==> src/rtl/arm_pkg.sv <==
// Shared ARM core types: register indices, load tags and the load-data formatter.
package arm_pkg;

    localparam int WORD_W   = 32;
    localparam int REG_W    = 4;
    localparam int NUM_REGS = 16;

    typedef logic [REG_W-1:0] reg_idx_t;

    typedef struct packed {
        reg_idx_t   rd;
        logic       is_byte;
        logic [1:0] off;
    } ld_tag_t;

    // LDRB picks the addressed byte lane and zero-extends it; LDR passes the word through.
    function automatic logic [WORD_W-1:0] ldr_format(input logic [WORD_W-1:0] data,
                                                     input ld_tag_t           tag);
        logic [WORD_W-1:0] res;
        if (tag.is_byte) begin
            res = {{(WORD_W-8){1'b0}}, data[{tag.off, 3'b000} +: 8]};
        end else begin
            res = data;
        end
        return res;
    endfunction

endpackage

==> src/rtl/ldr_writeback_if.sv <==
// Issue, memory-response and regfile-writeback signals of the load-writeback stage.
interface ldr_writeback_if #(
    parameter int DATA_W = 32,
    parameter int REG_W  = 4
);
    logic                  issue_valid;
    logic                  issue_ready;
    logic [REG_W-1:0]      issue_rd;
    logic                  issue_byte;
    logic [1:0]            issue_off;
    logic                  mem_rvalid;
    logic [DATA_W-1:0]     mem_rdata;
    logic                  w_en_ldr;
    logic [REG_W-1:0]      w_addr_ldr;
    logic [DATA_W-1:0]     w_data_ldr;
    logic [2**REG_W-1:0]   pending_mask;
    logic                  busy;
    logic                  resp_err;

    modport slave (
        input  issue_valid, issue_rd, issue_byte, issue_off, mem_rvalid, mem_rdata,
        output issue_ready, w_en_ldr, w_addr_ldr, w_data_ldr, pending_mask, busy, resp_err
    );

    modport master (
        output issue_valid, issue_rd, issue_byte, issue_off, mem_rvalid, mem_rdata,
        input  issue_ready, w_en_ldr, w_addr_ldr, w_data_ldr, pending_mask, busy, resp_err
    );
endinterface

==> src/rtl/ld_tag_fifo.sv <==
// In-order queue of outstanding load tags; exposes every slot so the owner can build a mask.
module ld_tag_fifo
    import arm_pkg::*;
#(
    parameter int DEPTH = 4,
    localparam int PTR_W = $clog2(DEPTH),
    localparam int CNT_W = $clog2(DEPTH + 1)
) (
    input  logic                  clk,
    input  logic                  rst,
    input  logic                  push,
    input  ld_tag_t               push_tag,
    input  logic                  pop,
    output ld_tag_t               pop_tag,
    output logic                  full,
    output logic                  empty,
    output logic [CNT_W-1:0]      count,
    output logic [DEPTH-1:0]      ent_vld,
    output ld_tag_t [DEPTH-1:0]   ent_tag
);

    logic [PTR_W-1:0]     wr_ptr_q, wr_ptr_d;
    logic [PTR_W-1:0]     rd_ptr_q, rd_ptr_d;
    logic [CNT_W-1:0]     count_q, count_d;
    logic [DEPTH-1:0]     vld_q, vld_d;
    ld_tag_t [DEPTH-1:0]  mem_q, mem_d;
    logic                 do_push, do_pop;

    assign full    = (count_q == CNT_W'(DEPTH));
    assign empty   = (count_q == '0);
    assign count   = count_q;
    assign pop_tag = mem_q[rd_ptr_q];
    assign ent_vld = vld_q;
    assign ent_tag = mem_q;

    always_comb begin
        wr_ptr_d = wr_ptr_q;
        rd_ptr_d = rd_ptr_q;
        count_d  = count_q;
        vld_d    = vld_q;
        mem_d    = mem_q;
        do_push  = push && !full;
        do_pop   = pop && !empty;
        if (do_pop) begin
            vld_d[rd_ptr_q] = 1'b0;
            rd_ptr_d        = rd_ptr_q + 1'b1;
        end
        if (do_push) begin
            mem_d[wr_ptr_q] = push_tag;
            vld_d[wr_ptr_q] = 1'b1;
            wr_ptr_d        = wr_ptr_q + 1'b1;
        end
        case ({do_push, do_pop})
            2'b10:   count_d = count_q + 1'b1;
            2'b01:   count_d = count_q - 1'b1;
            default: count_d = count_q;
        endcase
    end

    always_ff @(posedge clk) begin
        if (rst) begin
            wr_ptr_q <= '0;
            rd_ptr_q <= '0;
            count_q  <= '0;
            vld_q    <= '0;
        end else begin
            wr_ptr_q <= wr_ptr_d;
            rd_ptr_q <= rd_ptr_d;
            count_q  <= count_d;
            vld_q    <= vld_d;
        end
    end

    // Slot contents are qualified by vld_q, so they need no reset.
    always_ff @(posedge clk) begin
        mem_q <= mem_d;
    end

endmodule

==> src/rtl/ldr_writeback.sv <==
// Load-writeback stage: pairs memory responses with queued LDR/LDRB tags and drives the regfile LDR port.
module ldr_writeback #(
    parameter int DEPTH  = 4,
    parameter int DATA_W = arm_pkg::WORD_W,
    parameter int REG_W  = arm_pkg::REG_W
) (
    input  logic              clk,
    input  logic              rst,
    ldr_writeback_if.slave    bus
);
    import arm_pkg::*;

    localparam int CNT_W = $clog2(DEPTH + 1);

    logic                 push, pop, full, empty;
    logic [CNT_W-1:0]     count;
    ld_tag_t              issue_tag, head_tag;
    logic [DEPTH-1:0]     ent_vld;
    ld_tag_t [DEPTH-1:0]  ent_tag;

    logic                 w_en_q, w_en_d;
    logic [REG_W-1:0]     w_addr_q, w_addr_d;
    logic [DATA_W-1:0]    w_data_q, w_data_d;
    logic                 resp_err_q, resp_err_d;
    logic [2**REG_W-1:0]  pending_mask_c;

    assign issue_tag = '{rd: bus.issue_rd, is_byte: bus.issue_byte, off: bus.issue_off};

    // Ready ignores a same-cycle pop on purpose: no bypass through a full queue.
    assign bus.issue_ready = !rst && !full;
    assign push            = bus.issue_valid && bus.issue_ready;
    assign pop             = bus.mem_rvalid && !empty;

    ld_tag_fifo #(.DEPTH(DEPTH)) u_fifo (
        .clk      (clk),
        .rst      (rst),
        .push     (push),
        .push_tag (issue_tag),
        .pop      (pop),
        .pop_tag  (head_tag),
        .full     (full),
        .empty    (empty),
        .count    (count),
        .ent_vld  (ent_vld),
        .ent_tag  (ent_tag)
    );

    always_comb begin
        w_en_d     = 1'b0;
        w_addr_d   = w_addr_q;
        w_data_d   = w_data_q;
        resp_err_d = resp_err_q || (bus.mem_rvalid && empty);
        if (pop) begin
            // R0 is hard-wired zero: the tag retires but no write is enabled.
            w_en_d   = (head_tag.rd != '0);
            w_addr_d = head_tag.rd;
            w_data_d = ldr_format(bus.mem_rdata, head_tag);
        end
    end

    always_comb begin
        pending_mask_c = '0;
        for (int i = 0; i < DEPTH; i++) begin
            if (ent_vld[i]) begin
                pending_mask_c[ent_tag[i].rd] = 1'b1;
            end
        end
        if (w_en_q) begin
            pending_mask_c[w_addr_q] = 1'b1;
        end
        pending_mask_c[0] = 1'b0;
    end

    always_ff @(posedge clk) begin
        if (rst) begin
            w_en_q     <= 1'b0;
            w_addr_q   <= '0;
            w_data_q   <= '0;
            resp_err_q <= 1'b0;
        end else begin
            w_en_q     <= w_en_d;
            w_addr_q   <= w_addr_d;
            w_data_q   <= w_data_d;
            resp_err_q <= resp_err_d;
        end
    end

    assign bus.w_en_ldr     = w_en_q;
    assign bus.w_addr_ldr   = w_addr_q;
    assign bus.w_data_ldr   = w_data_q;
    assign bus.pending_mask = pending_mask_c;
    assign bus.busy         = (count != '0) || w_en_q;
    assign bus.resp_err     = resp_err_q;

endmodule

==> src/flat_wrapper.sv <==
// flat-port wrapper written by rule: the top's interface ports become plain ports
module ldr_writeback_flat import arm_pkg::*;
#(
    parameter int DEPTH  = 4,
    parameter int DATA_W = arm_pkg::WORD_W,
    parameter int REG_W  = arm_pkg::REG_W
)
  (clk, rst, bus_issue_valid, bus_issue_rd, bus_issue_byte, bus_issue_off, bus_mem_rvalid, bus_mem_rdata, bus_issue_ready, bus_w_en_ldr, bus_w_addr_ldr, bus_w_data_ldr, bus_pending_mask, bus_busy, bus_resp_err);
  ldr_writeback_if #(.DATA_W(DATA_W), .REG_W(REG_W)) bus_i ();
  input  logic clk;
  input  logic rst;
  input wire logic [$bits(bus_i.issue_valid)-1:0] bus_issue_valid;
  input wire logic [$bits(bus_i.issue_rd)-1:0] bus_issue_rd;
  input wire logic [$bits(bus_i.issue_byte)-1:0] bus_issue_byte;
  input wire logic [$bits(bus_i.issue_off)-1:0] bus_issue_off;
  input wire logic [$bits(bus_i.mem_rvalid)-1:0] bus_mem_rvalid;
  input wire logic [$bits(bus_i.mem_rdata)-1:0] bus_mem_rdata;
  output wire logic [$bits(bus_i.issue_ready)-1:0] bus_issue_ready;
  output wire logic [$bits(bus_i.w_en_ldr)-1:0] bus_w_en_ldr;
  output wire logic [$bits(bus_i.w_addr_ldr)-1:0] bus_w_addr_ldr;
  output wire logic [$bits(bus_i.w_data_ldr)-1:0] bus_w_data_ldr;
  output wire logic [$bits(bus_i.pending_mask)-1:0] bus_pending_mask;
  output wire logic [$bits(bus_i.busy)-1:0] bus_busy;
  output wire logic [$bits(bus_i.resp_err)-1:0] bus_resp_err;
  assign bus_i.issue_valid = bus_issue_valid;
  assign bus_i.issue_rd = bus_issue_rd;
  assign bus_i.issue_byte = bus_issue_byte;
  assign bus_i.issue_off = bus_issue_off;
  assign bus_i.mem_rvalid = bus_mem_rvalid;
  assign bus_i.mem_rdata = bus_mem_rdata;
  assign bus_issue_ready = bus_i.issue_ready;
  assign bus_w_en_ldr = bus_i.w_en_ldr;
  assign bus_w_addr_ldr = bus_i.w_addr_ldr;
  assign bus_w_data_ldr = bus_i.w_data_ldr;
  assign bus_pending_mask = bus_i.pending_mask;
  assign bus_busy = bus_i.busy;
  assign bus_resp_err = bus_i.resp_err;
  ldr_writeback #(.DEPTH(DEPTH), .DATA_W(DATA_W), .REG_W(REG_W)) u_core (.clk(clk), .rst(rst), .bus(bus_i));
endmodule
==> config.mk <==
export PLATFORM = sky130hd
export DESIGN_NAME = ldr_writeback_flat
export DESIGN_NICKNAME = d
export VERILOG_FILES = /design/src/rtl/arm_pkg.sv /design/src/rtl/ldr_writeback_if.sv /design/src/rtl/ld_tag_fifo.sv /design/src/rtl/ldr_writeback.sv /design/src/flat_wrapper.sv
export SDC_FILE = /design/constraint.sdc
export NUM_CORES = 1
export LEC_CHECK = 0
export ABC_AREA = 1
export CORE_UTILIZATION = 54
export DETAILED_ROUTE_END_ITERATION = 8
export PLACE_DENSITY = 0.88
export SLEW_MARGIN = 0
export SYNTH_ARGS = -nofsm -noshare
export SYNTH_HDL_FRONTEND = slang
export SYNTH_HIERARCHICAL = 1
export SYNTH_SLANG_ARGS = --single-unit
export TNS_END_PERCENT = 20
==> constraint.sdc <==
create_clock -name clk -period 5.9 [get_ports clk]
set_input_delay 1.18 -clock clk [delete_from_list [all_inputs] [get_ports clk]]
set_output_delay 1.18 -clock clk [all_outputs]
set_load 0.02 [all_outputs]
### Word level (Yosys, flattened, before mapping)

Cells that the tools add are included.

* register bits: 77
* memory bits (writable): 0
* memories kept: 0
* bits in latches: 0
* bits in read-only memories: 0

* equality and inequality tests: 3
* reduce and logical (&&, ||, !) cells: 23
* shift operators: 1
* $mul: 0
* order comparisons: 14
* divide/modulo/power cells: 0
* mux-type cells: 28
* bitwise operators: 8
* add/subtract/negate cells: 4

Operators by type and width (number)
* $mux W16: 5
* $or A16 B16 Y16: 4
* $mux W32: 1
* $shiftx A32 B6 Y8: 1
* $bwmux W28: 1
* $lt A4 B5 Y1 const B: 5
* $demux W1 S4: 5
* $ge A4 B1 Y1 const B: 5
* $bmux W7 S2: 1
* $demux W7 S2: 1
* $mux W7: 2
* $logic_and A1 B1 Y1: 13
* $mux W4: 2
* $mux W1: 7
* $lt A2 B3 Y1 const B: 2
* $pmux W3 S2: 1
* $add A2 B1 Y2 const B: 2
* $and A4 B4 Y4: 1
* $demux W1 S2: 2
* $ge A2 B1 Y1 const B: 2
* $not A4 Y4: 1
* $or A4 B4 Y4: 1
* $reduce_bool A4 Y1: 1
* $add A3 B1 Y3 const B: 1
* 11 further kinds: 14

### Depth between registers and ports, before layout

* word-level depth: 13
* mapped depth: 15
* mapped depth without buffers: 14

### Hierarchy

Netlist, hierarchy kept.

By module, submodules not included
* ldr_writeback: cells an instance 404, times used 1, area an instance 2497.4 um^2
* ld_tag_fifo: cells an instance 149, times used 1, area an instance 1666.6 um^2

### Worst setup path after synthesis

OpenSTA, ideal clock, no wires.

* kind: input to register
* from: input port bus_mem_rvalid
* to: register u_core.u_fifo.count_q[2] (netlist: u_core/u_fifo/count[2])
* cell stages on the path: 13
* path buffers: 1
* setup slack: 3.094 ns
* required time: 5.790 ns
* library setup time: 0.110 ns
* data arrival time: 2.696 ns
* path through: inv_2 nor2_8 buf_4 nand2_2 inv_2 ha_1 inv_1 fa_1 or2_2 nand3_1 nand2_1 inv_1 nor2_1

* longest elaborated chain between the ends: 4

Ends and longest elaborated chain
* from (decl): line flat_wrapper.sv:16 `input wire logic [$bits(bus_i.mem_rvalid)-1:0] bus_mem_rvalid;`
* $logic_and A1 B1 Y1 *: line ldr_writeback.sv:32 `assign pop = bus.mem_rvalid && !empty;`
* net u_core.pop: line ldr_writeback.sv:15 `logic push, pop, full, empty;`
* $logic_and A1 B1 Y1 *: line ld_tag_fifo.sv:43 `do_pop = pop && !empty;`
* $eq A2 B1 Y1 or $eq A2 B2 Y1 (tied branches): line ld_tag_fifo.sv:53 `case ({do_push, do_pop})`
* $pmux W3 S2 or $reduce_bool A2 Y1 (tied branches)
* to (signal assigned): line ld_tag_fifo.sv:69 `count_q <= count_d;`
* to (decl): line ld_tag_fifo.sv:24 `logic [CNT_W-1:0] count_q, count_d;`

Mark *: on every way through the listed nets, which the timed path passes. The rest lies on a longest branch.
A chain may end at the register's enable or synchronous reset.

### Worst setup path in the final report

* from: input port rst
* to: output port bus_issue_ready

* longest elaborated chain between the ends: 2

Ends and longest elaborated chain
* from (decl): line flat_wrapper.sv:11 `input logic rst;`
* $logic_not A1 Y1: line ldr_writeback.sv:30 `assign bus.issue_ready = !rst && !full;`
* $logic_and A1 B1 Y1: line ldr_writeback.sv:30
* to (decl): line flat_wrapper.sv:18 `output wire logic [$bits(bus_i.issue_ready)-1:0] bus_issue_ready;`

Every way passes these cells.

==> flow_summary.ini <==
[outcome]
status = complete, no violations

[run]
maxCapViolations = 0

[power]
p_seq_frac = 0.443
total_power_mw = 1.42
ir_worst_vdd_v = 0.000183
power_density_nw_per_um2 = 267
switching_share = 0.339
switchingPower_mw = 0.482
p_leak_nw = 2.22
p_int_mw = 0.938
clock_power_share = 0.271
comb_power_share = 0.286

[yosys]
synth.area.top_cells = dfxtp_1 24%, edfxtp_1 20%, nand2_1 9.7%
ys_seq_elements = 77
syn-num-nets = 606
synth_common_cells = 108 x nand2_1, 70 x nor2_1, 68 x nand3_1
seq_area_frac_synth = 0.438
syn_area_um2 = 4160
synth-edff-count = 28
synth_top_cell_area_share = 0.236
yosysWarningCount = 6
ys_types = 37
synthCells = 553
synthArstFlopShare = 0
yosysMostFrequentCell = nand2_1
synth-main-ff-cell = dfxtp_1
syn_area_per_cell_um2 = 7.53
synth_top_cell_by_area = dfxtp_1

[sta]
finalCritPeriodShare = 0.641
drv_slew = 0
fmax_ghz = 0.265
fin_ws_ps = 2120
hold_viol = 0
worst_pin_slew_ps = 962
final.setup.tns_ps = 0
timing.slew.headroom = 0.358
setup_violations = 0
fin_worst_skew_ps = 8.58
fin_crit_ps = 3780
whs_ps = 486
rsz0062_at_grt = no

[worst_setup_path]
max_stage_delay_ps = 630
cp-start-kind = input pin
cp_cell_sequence = clkdlybuf4s50_1 -> nor2_1 -> clkdlybuf4s50_1
setup.worst_path.end_class = primary output
crit_required_ps = 4720
path_class = input pin to primary output
crit_buf_inv = 2
crit_slowest_cell = clkdlybuf4s50_1
crit_top_cell = clkdlybuf4s50_1
cp_max_fo = 9
cp_top_family = buffers and inverters
critPathArrivalTime_ps = 2600

[placement]
dp_hpwl_um = 9080
post_dp_cell_area_um2 = 5120
portBuffers = 97
place.gp.congestion = 0.906
dp_slack_ps = 2100

[global_route]
grt_max_degree = 38
grt_pass1_vias = 3905
grt_pass1_wl_um = 19400
gr-total-overflow = 0
antenna_found_initial = 1
grt_use_total = 0.305

[route]
drt_iter0_markers = 336
vias = 4195
firstDrtPassIters = 5
wl_per_cell_um = 16.0
drt_wl_total_um = 12000
antenna_left = 0
via_per_inst = 5.59
post-route-drc-count = 0

[clock_network]
post_cts_resize_count = 0
clockBufferDepth = 2
htree_levels = 3
cts_tree = built
postCtsSetupBuffers = 0
cts_root_buf = clkbuf_8
cts.sinks = 77
clk_pin_slew_ps = 90
clk-insertion-delay-late_ps = 340
cts_hold_buffers = 0
cts_buffers = 9

[die]
rows = 31
dieArea_um2 = 8070
coreArea_um2 = 7370
initial_core_util = 0.565
die_h_um = 89.8
io_pins = 99
die_x_um = 89.8

[cells_and_area]
final_nets = 698
drive_gt1_frac = 0.0585
area_growth_pct = 27.6
final_area_um2 = 5310

[worst_hold_path]
hp-class = register to register
==> area by class of cell <==
cell class	instances	area, µm²
antenna	1	2.50
clock buffer	9	124
clock inverter	7	65.1
fill	591	2060
inverter	73	274
multi-input combinational	385	1920
sequential	77	1820
tap	99	124
timing repair buffer	99	986
==> flip-flops by register name, summed over array words and instances, names as in the netlist, 2 cells and up <==
register and count:
u_core/bus.w_addr_ldr 4, u_core/u_fifo/ent_tag 28, u_core/u_fifo/count 3, u_core/bus.w_data_ldr 32, u_core/u_fifo/wr_ptr_q 2, u_core/u_fifo/rd_ptr_q 2
u_core/u_fifo/ent_vld 4
==> metrics by stage <==
| step | instances | util |
|---|---|---|
| after global routing | 749 | 0.721 |
| after global placement | 733 | 0.695 |
| final | 750 | 0.721 |
| after CTS | 749 | 0.721 |
| after floorplan | 553 | - |
| after detailed placement | 733 | 0.695 |
==> logic make-up after synthesis <==
group / Yosys count / share of synthesized area
AOI/OAI and AO/OA: 101 / 0.140
adders and majority gates: 10 / 0.0319
buffers and inverters: 91 / 0.102
DFF: 77 / 0.438
other: 1 / 0.000901
and+or+nand+nor: 273 / 0.287
==> cells in the final DEF, fill, tap and decap left out, drive strengths merged <==
master and instances:
nand2 113, clkdlybuf4s50 97, inv 74, nor2 72, nand3 68, dfxtp 49
o21ai 49, edfxtp 28, a21oi 24, o22ai 12, clkbuf 9, ha 9
o31ai 8, nor3 6, nand4 6, nand3b 3, o211ai 3, clkinvlp 3
or2 2, buf 2, clkinv 2, diode 1, bufinv 1, o21a 1
a2bb2oi 1, a31oi 1, a22oi 1, o22a 1, nor3b 1, or4 1
nor4 1, conb 1, fa 1
==> per-layer routing <==
| metal | up-vias | GRT usage | wire length (µm) |
|---|---|---|---|
| li1 | 2020 | - | - |
| met1 | 1944 | 0.403 | 5120 |
| met2 | 209 | 0.510 | 5770 |
| met3 | 22 | 0.0448 | 872 |
| met4 | 0 | 0.104 | 244 |
| met5 | - | 0 | 0 |
==> power groups by stage <==
stage,registers (mW),clock network (mW),logic (mW)
finish,0.629,0.385,0.406
global route,0.635,0.418,0.440
CTS,0.628,0.391,0.401
detailed placement,0.641,0,0.398
global placement,0.637,0,0.387
floorplan,0.665,0,0.232
==> worst min-delay path, stage by stage (launching register included) <==
cell and delay [ps]:
dfxtp_1 320, nand3_1 70, o21ai_1 60
==> final timing paths <==
| path | start | end | slack [ps] | depth (start not counted) |
|---|---|---|---|---|
| worst max-delay path | rst | bus_issue_ready | 2120 | 3 |
| worst min-delay path | u_core/bus.w_data_ldr[22]$_SDFFE_PP0P_ | u_core/bus.w_data_ldr[22]$_SDFFE_PP0P_ | 490 | 2 |
| worst max register to register | u_core/u_fifo/rd_ptr_q[0]$_SDFFE_PP0N_ | u_core/bus.w_data_ldr[6]$_SDFFE_PP0P_ | 3270 | 9 |
| worst min register to register | u_core/bus.w_data_ldr[22]$_SDFFE_PP0P_ | u_core/bus.w_data_ldr[22]$_SDFFE_PP0P_ | 490 | 2 |
Power figures use the tool's default switching activity.
